## src/rtl/if_stage_pkg.sv

```systemverilog
// Shared ThinPad CPU constants: reset vector, the NOP encoding used by fetch,
// decode and the hazard unit, and the instruction-fetch FSM state encoding.
package if_stage_pkg;

    localparam int DATA_W = 16;

    localparam logic [DATA_W-1:0] RESET_PC_DEFAULT = 16'h0000;
    localparam logic [DATA_W-1:0] NOP_INSTR        = 16'h0800;

    typedef enum logic {
        REQ  = 1'b0,
        HOLD = 1'b1
    } ifState_e;

    // Word-addressed sequential step; wraps 16'hFFFF to 16'h0000.
    function automatic logic [DATA_W-1:0] pcInc(input logic [DATA_W-1:0] pc);
        return pc + DATA_W'(1);
    endfunction

endpackage

```

## src/rtl/if_skid_buf.sv

```systemverilog
// One-entry instruction/PC holding register that parks a fetched word while
// decode is stalled; it is unloaded by the fetch stage when the stall clears.
module if_skid_buf
    import if_stage_pkg::*;
(
    input  logic              clk,
    input  logic              load,
    input  logic [DATA_W-1:0] instrIn,
    input  logic [DATA_W-1:0] pcIn,
    output logic [DATA_W-1:0] bufInstr,
    output logic [DATA_W-1:0] bufPc
);

    always_ff @(posedge clk) begin
        if (load) begin
            bufInstr <= instrIn;
            bufPc    <= pcIn;
        end
    end

endmodule

```

## src/rtl/if_stage.sv

```systemverilog
// ThinPad instruction-fetch stage: PC, req/ack fetch FSM, skid buffer, IF/ID.
// Define IF_DELAY_SLOT_EN to deliver the branch delay slot instead of squashing it.
module if_stage
    import if_stage_pkg::*;
#(
    parameter logic [DATA_W-1:0] RESET_PC = RESET_PC_DEFAULT
) (
    input  logic              clk,
    input  logic              rst,
    input  logic              stall,
    input  logic              branch_taken,
    input  logic [DATA_W-1:0] branch_target,
    output logic              mem_req,
    output logic [DATA_W-1:0] mem_addr,
    input  logic [DATA_W-1:0] mem_rdata,
    input  logic              mem_ack,
    output logic [DATA_W-1:0] if_instr,
    output logic [DATA_W-1:0] if_pc,
    output logic [DATA_W-1:0] if_pc_plus1,
    output logic              if_valid
);

`ifdef IF_DELAY_SLOT_EN
    localparam bit SQUASH_SLOT = 1'b0;
`else
    localparam bit SQUASH_SLOT = 1'b1;
`endif

    ifState_e          state;
    logic [DATA_W-1:0] pc;
    logic              kill;
    logic [DATA_W-1:0] bufInstr;
    logic [DATA_W-1:0] bufPc;
    logic [DATA_W-1:0] nextAddr;
    logic              ackLive;
    logic              slotDrop;
    logic              bufLoad;
    logic              launch;
    logic              loadFetch;
    logic              loadBuf;
    logic              loadBubble;

    // pc always holds the address of the fetch that follows the one in flight,
    // so a redirect can overwrite it without disturbing mem_addr mid-request.
    assign nextAddr    = branch_taken ? branch_target : pc;
    assign ackLive     = (state == REQ) && mem_req && mem_ack;
    assign slotDrop    = kill || (SQUASH_SLOT && branch_taken);
    assign bufLoad     = ackLive && !slotDrop && stall;
    assign if_pc_plus1 = pcInc(if_pc);

    always_comb begin
        launch     = 1'b0;
        loadFetch  = 1'b0;
        loadBuf    = 1'b0;
        loadBubble = 1'b0;
        if (state == REQ) begin
            if (!mem_req) begin
                launch     = 1'b1;
                loadBubble = !stall;
            end else if (mem_ack) begin
                if (slotDrop) begin
                    launch     = 1'b1;
                    loadBubble = !stall;
                end else if (!stall) begin
                    launch    = 1'b1;
                    loadFetch = 1'b1;
                end
            end else begin
                loadBubble = !stall;
            end
        end else if (!stall) begin
            launch     = 1'b1;
            loadBuf    = !slotDrop;
            loadBubble = slotDrop;
        end
    end

    if_skid_buf u_skidBuf (
        .clk      (clk),
        .load     (bufLoad),
        .instrIn  (mem_rdata),
        .pcIn     (mem_addr),
        .bufInstr (bufInstr),
        .bufPc    (bufPc)
    );

    always_ff @(posedge clk) begin
        if (rst) begin
            state    <= REQ;
            mem_req  <= 1'b0;
            mem_addr <= RESET_PC;
            pc       <= RESET_PC;
            kill     <= 1'b0;
            if_instr <= NOP_INSTR;
            if_pc    <= '0;
            if_valid <= 1'b0;
        end else begin
            if (launch) begin
                state    <= REQ;
                mem_req  <= 1'b1;
                mem_addr <= nextAddr;
                pc       <= pcInc(nextAddr);
            end else begin
                if (branch_taken) begin
                    pc <= branch_target;
                end
                if (bufLoad) begin
                    state   <= HOLD;
                    mem_req <= 1'b0;
                end
            end

            // A redirect while the request is still waiting marks that fetch as the delay slot.
            if (ackLive) begin
                kill <= 1'b0;
            end else if ((state == REQ) && mem_req && branch_taken) begin
                kill <= SQUASH_SLOT;
            end

            // IF/ID register
            if (loadFetch) begin
                if_instr <= mem_rdata;
                if_pc    <= mem_addr;
                if_valid <= 1'b1;
            end else if (loadBuf) begin
                if_instr <= bufInstr;
                if_pc    <= bufPc;
                if_valid <= 1'b1;
            end else if (loadBubble) begin
                if_instr <= NOP_INSTR;
                if_valid <= 1'b0;
            end
        end
    end

endmodule

```

## config.mk

```make
export PLATFORM = sky130hd
export DESIGN_NAME = if_stage
export DESIGN_NICKNAME = d
export VERILOG_FILES = /design/src/rtl/if_stage_pkg.sv /design/src/rtl/if_skid_buf.sv /design/src/rtl/if_stage.sv
export SDC_FILE = /design/constraint.sdc
export NUM_CORES = 1
export LEC_CHECK = 0
export BUFFER_PORTS_ARGS = -buffer_cell sky130_fd_sc_hd__buf_2
export CORE_ASPECT_RATIO = 0.7
export CORE_MARGIN = 4
export CORE_UTILIZATION = 45
export DETAILED_ROUTE_END_ITERATION = 7
export HOLD_SLACK_MARGIN = 0.08
export PLACE_DENSITY = 0.77
export SLEW_MARGIN = 20
export SYNTH_ARGS = -nofsm -noshare
export SYNTH_HDL_FRONTEND = slang
export SYNTH_SLANG_ARGS = --single-unit
```

## constraint.sdc

```tcl
create_clock -name clk -period 2.8 [get_ports clk]
set_input_delay 0.56 -clock clk [delete_from_list [all_inputs] [get_ports clk]]
set_output_delay 0.56 -clock clk [all_outputs]
set_load 0.01 [all_outputs]
```

==> results.tsv <==
metric	value	unit
die_w	125	microns
drt-total-wl	10800	microns
clk_pin_slew	0.07	ns
htree_levels	3	
cts.path.max_buffers	2	
die_area	11300	sq um
r2r-start	mem_req	
powerDensity	610	nW/um^2
synth-async-reset-ratio	0	%
grt_max_degree	45	
coreArea	9220	sq um
maxCapViolCount	0	
setup_tns	0	ns
critPathRequiredTime	2.24	ns
yosysSeqAreaShare	53.8	%
fin_nets	536	
synth_cell_types	56	
rows	29	
dp_cells	610	
cts_buffers	9	
wl_per_cell	17.3	microns
root_buffer	clkbuf_16	
insertedDiodeCount	0	
syn_area_per_cell	10.7	sq um
grt_overflow	0	
cpLargestDelayFamily	flip-flops	
vias_per_cell	5.78	
die_h	90.0	microns
setup.worst_path.end_class	output port	
fin_util	56.3	%
drt_iter0_drc	422	
hp-class	in -> reg	
max_freq	0.426	GHz
drtPass1Iterations	8	
grt_pass1_vias	3300	
path_cells	ha_1 > and3_1 > nand4_1 > xnor2_1 > buf_2	
synth-seq-cells	100	
slowest_delay	0.48	ns
ir_drop	0.000344	V
synthFlopType	dfxtp_1	
grt_use_total	18.8	%
synth_edf_count	32	
fin_cells	626	
synth_top_area_share	31.5	%
antenna_found_initial	0	
synth_top_cell_by_area	dfxtp_1	
r2r-end	pc[9]	
synth-warning-count	0	
post_cts_buffers	0	
fin_crit	2.35	ns
cts_hold_buf	0	
slew_headroom	59.1	%
crit_start	if_pc[0]	
rrSetupSlack	0.92	ns
drc_errors	0	
fin_skew	0.0101	ns
path_buf_inv	1	
start_kind	register	
drive_gt1_share	27.5	%
outcome	complete, no violations	
area_growth	20.1	%
antenna_left	0	
netlist_instances	404	
cts_resized	0	
finalHoldViolCount	0	
start_util	46.9	%
critical_path_depth	5	
io_buffer_count	102	
p_leak	2.15	nW
nFillCells	802	
clk_latency	0.34	ns
place_hpwl	7690	microns
path_max_fanout	8	
gp_congestion	0.983	
grt_pass1_wl	17500	microns
finalSetupViolations	0	
clock_sinks	100	
io_pins	103	
cts_tree	done	
crit_type	reg -> out	
synth_area_leaders	dfxtp_1, edfxtp_1, nor2_1	
finalMaxSlewViolations	0	
crit_path_top_delay_cell	dfxtp_1	
tightest_slew	0.613	ns
synth_area	4320	sq um
period_share	83.8	%
syn_nets	443	
vias	3617	
crit_path_end	if_pc_plus1[10]	
grt_setup_unrepaired	no	
r2r_cells	4	
worstPathArrival	1.79	ns
==> stage by stage <==
stage	cell area (sq um)	power (mW)	hold slack (ns)	setup slack, ns
finish	5190	3.16	0.407	0.454
global route	5190	3.28	0.395	0.280
CTS	5190	3.18	0.399	0.451
detailed placement	4900	1.98	0.481	0.490
global placement	4900	1.97	0.474	0.507
floorplan	4320	1.85	0.471	0.451
==> worst register-to-register path: stages (launching register included) <==
cell      delay [ns]
dfxtp_1         0.43
or3b_4          0.44
nand3_1         0.34
nor2_1          0.16
a221oi_1        0.41
==> registers in the layout, summed over array words and instances, names as in the netlist <==
signal and cells:
if_instr 16, if_pc 16, mem_addr 16, pc 16, u_skidBuf.bufInstr 16, u_skidBuf.bufPc 16
if_valid 1, kill 1, mem_req 1, state 1
==> cells in the mapped netlist (2+ instances only) <==
| master | number |
|---|---|
| inv_1 | 5 |
| buf_2 | 6 |
| buf_1 | 2 |
| and3b_1 | 3 |
| nand3b_1 | 4 |
| clkbuf_1 | 14 |
| a222oi_1 | 15 |
| mux2_2 | 3 |
| edfxtp_1 | 32 |
| and2_1 | 3 |
| dfxtp_1 | 68 |
| a22oi_1 | 2 |
| nor2b_1 | 7 |
| o22ai_1 | 11 |
| buf_6 | 4 |
| xor2_1 | 2 |
| nor3b_1 | 2 |
| ha_1 | 2 |
| mux2_1 | 4 |
| and3_1 | 4 |
| o31ai_1 | 2 |
| nand4_4 | 2 |
| nor3_1 | 16 |
| mux2i_1 | 14 |
| nand4_1 | 8 |
| xnor2_1 | 14 |
| nand3_1 | 12 |
| a311oi_1 | 6 |
| and4_1 | 3 |
| a211oi_1 | 18 |
| nand2_1 | 18 |
| nor2_1 | 63 |
| nor4_1 | 4 |
| nand4b_1 | 4 |
| a21oi_1 | 6 |
==> cell families after synthesis <==
kind of cell               synth area share (%)
AOI/OAI and AO/OA                          13.3
DFF                                        53.8
xor gates and xnor gates                   3.24
muxes                                      5.07
adders and majority gates                 0.579
buffers and inverters                      4.08
and+or+nand+nor                            20.0
==> how the worst min path moves through the flow <==
stage,start,end,slack [ns],cells after the start
finish,mem_rdata[6],u_skidBuf.bufInstr[6],0.41,1
global route,mem_rdata[7],u_skidBuf.bufInstr[7],0.39,1
CTS,mem_rdata[7],u_skidBuf.bufInstr[7],0.40,1
detailed placement,mem_addr[2],u_skidBuf.bufPc[2],0.48,0
global placement,mem_addr[5],u_skidBuf.bufPc[5],0.47,0
floorplan,u_skidBuf.bufInstr[0],if_instr[0],0.47,2
==> where the power goes <==
| group | internal, mW | leakage (nW) | switching (mW) |
|---|---|---|---|
| combinational | 0.135 | 1.15 | 0.197 |
| clock | 0.627 | 0.142 | 0.582 |
| sequential | 1.56 | 0.853 | 0.0606 |
| total | 2.32 | 2.15 | 0.840 |
==> per-layer routing <==
| layer | part of all wire, % | track usage, % |
|---|---|---|
| met1 | 47 | 28.1 |
| met2 | 44 | 27.1 |
| met3 | 8.3 | 4.80 |
| met4 | 0.96 | 4.60 |
| met5 | 0 | 0 |
==> placed cells by master, fill, tap and decap left out, types with 14 or more instances in the layout <==
| master | synthesis | final |
|---|---|---|
| a211oi_1 | 18 | 18 |
| a222oi_1 | 15 | 15 |
| buf_2 | 6 | 102 |
| dfxtp_1 | 68 | 68 |
| edfxtp_1 | 32 | 32 |
| mux2i_1 | 14 | 14 |
| nand2_1 | 18 | 18 |
| nor2_1 | 63 | 63 |
| nor3_1 | 16 | 16 |
| xnor2_1 | 14 | 14 |
==> area by class of cell <==
cell class / count / area [sq um] / area share (%)
clock buffers: 9 / 225 / 4.34
clock inverters: 7 / 63.8 / 1.23
inverters: 5 / 18.8 / 0.362
multi-input cells: 271 / 1820 / 35.1
flip-flops and latches: 100 / 2320 / 44.8
well taps: 124 / 155 / 2.99
repair buffers: 110 / 583 / 11.2
Note: power is estimated with default switching activity, not from simulation.
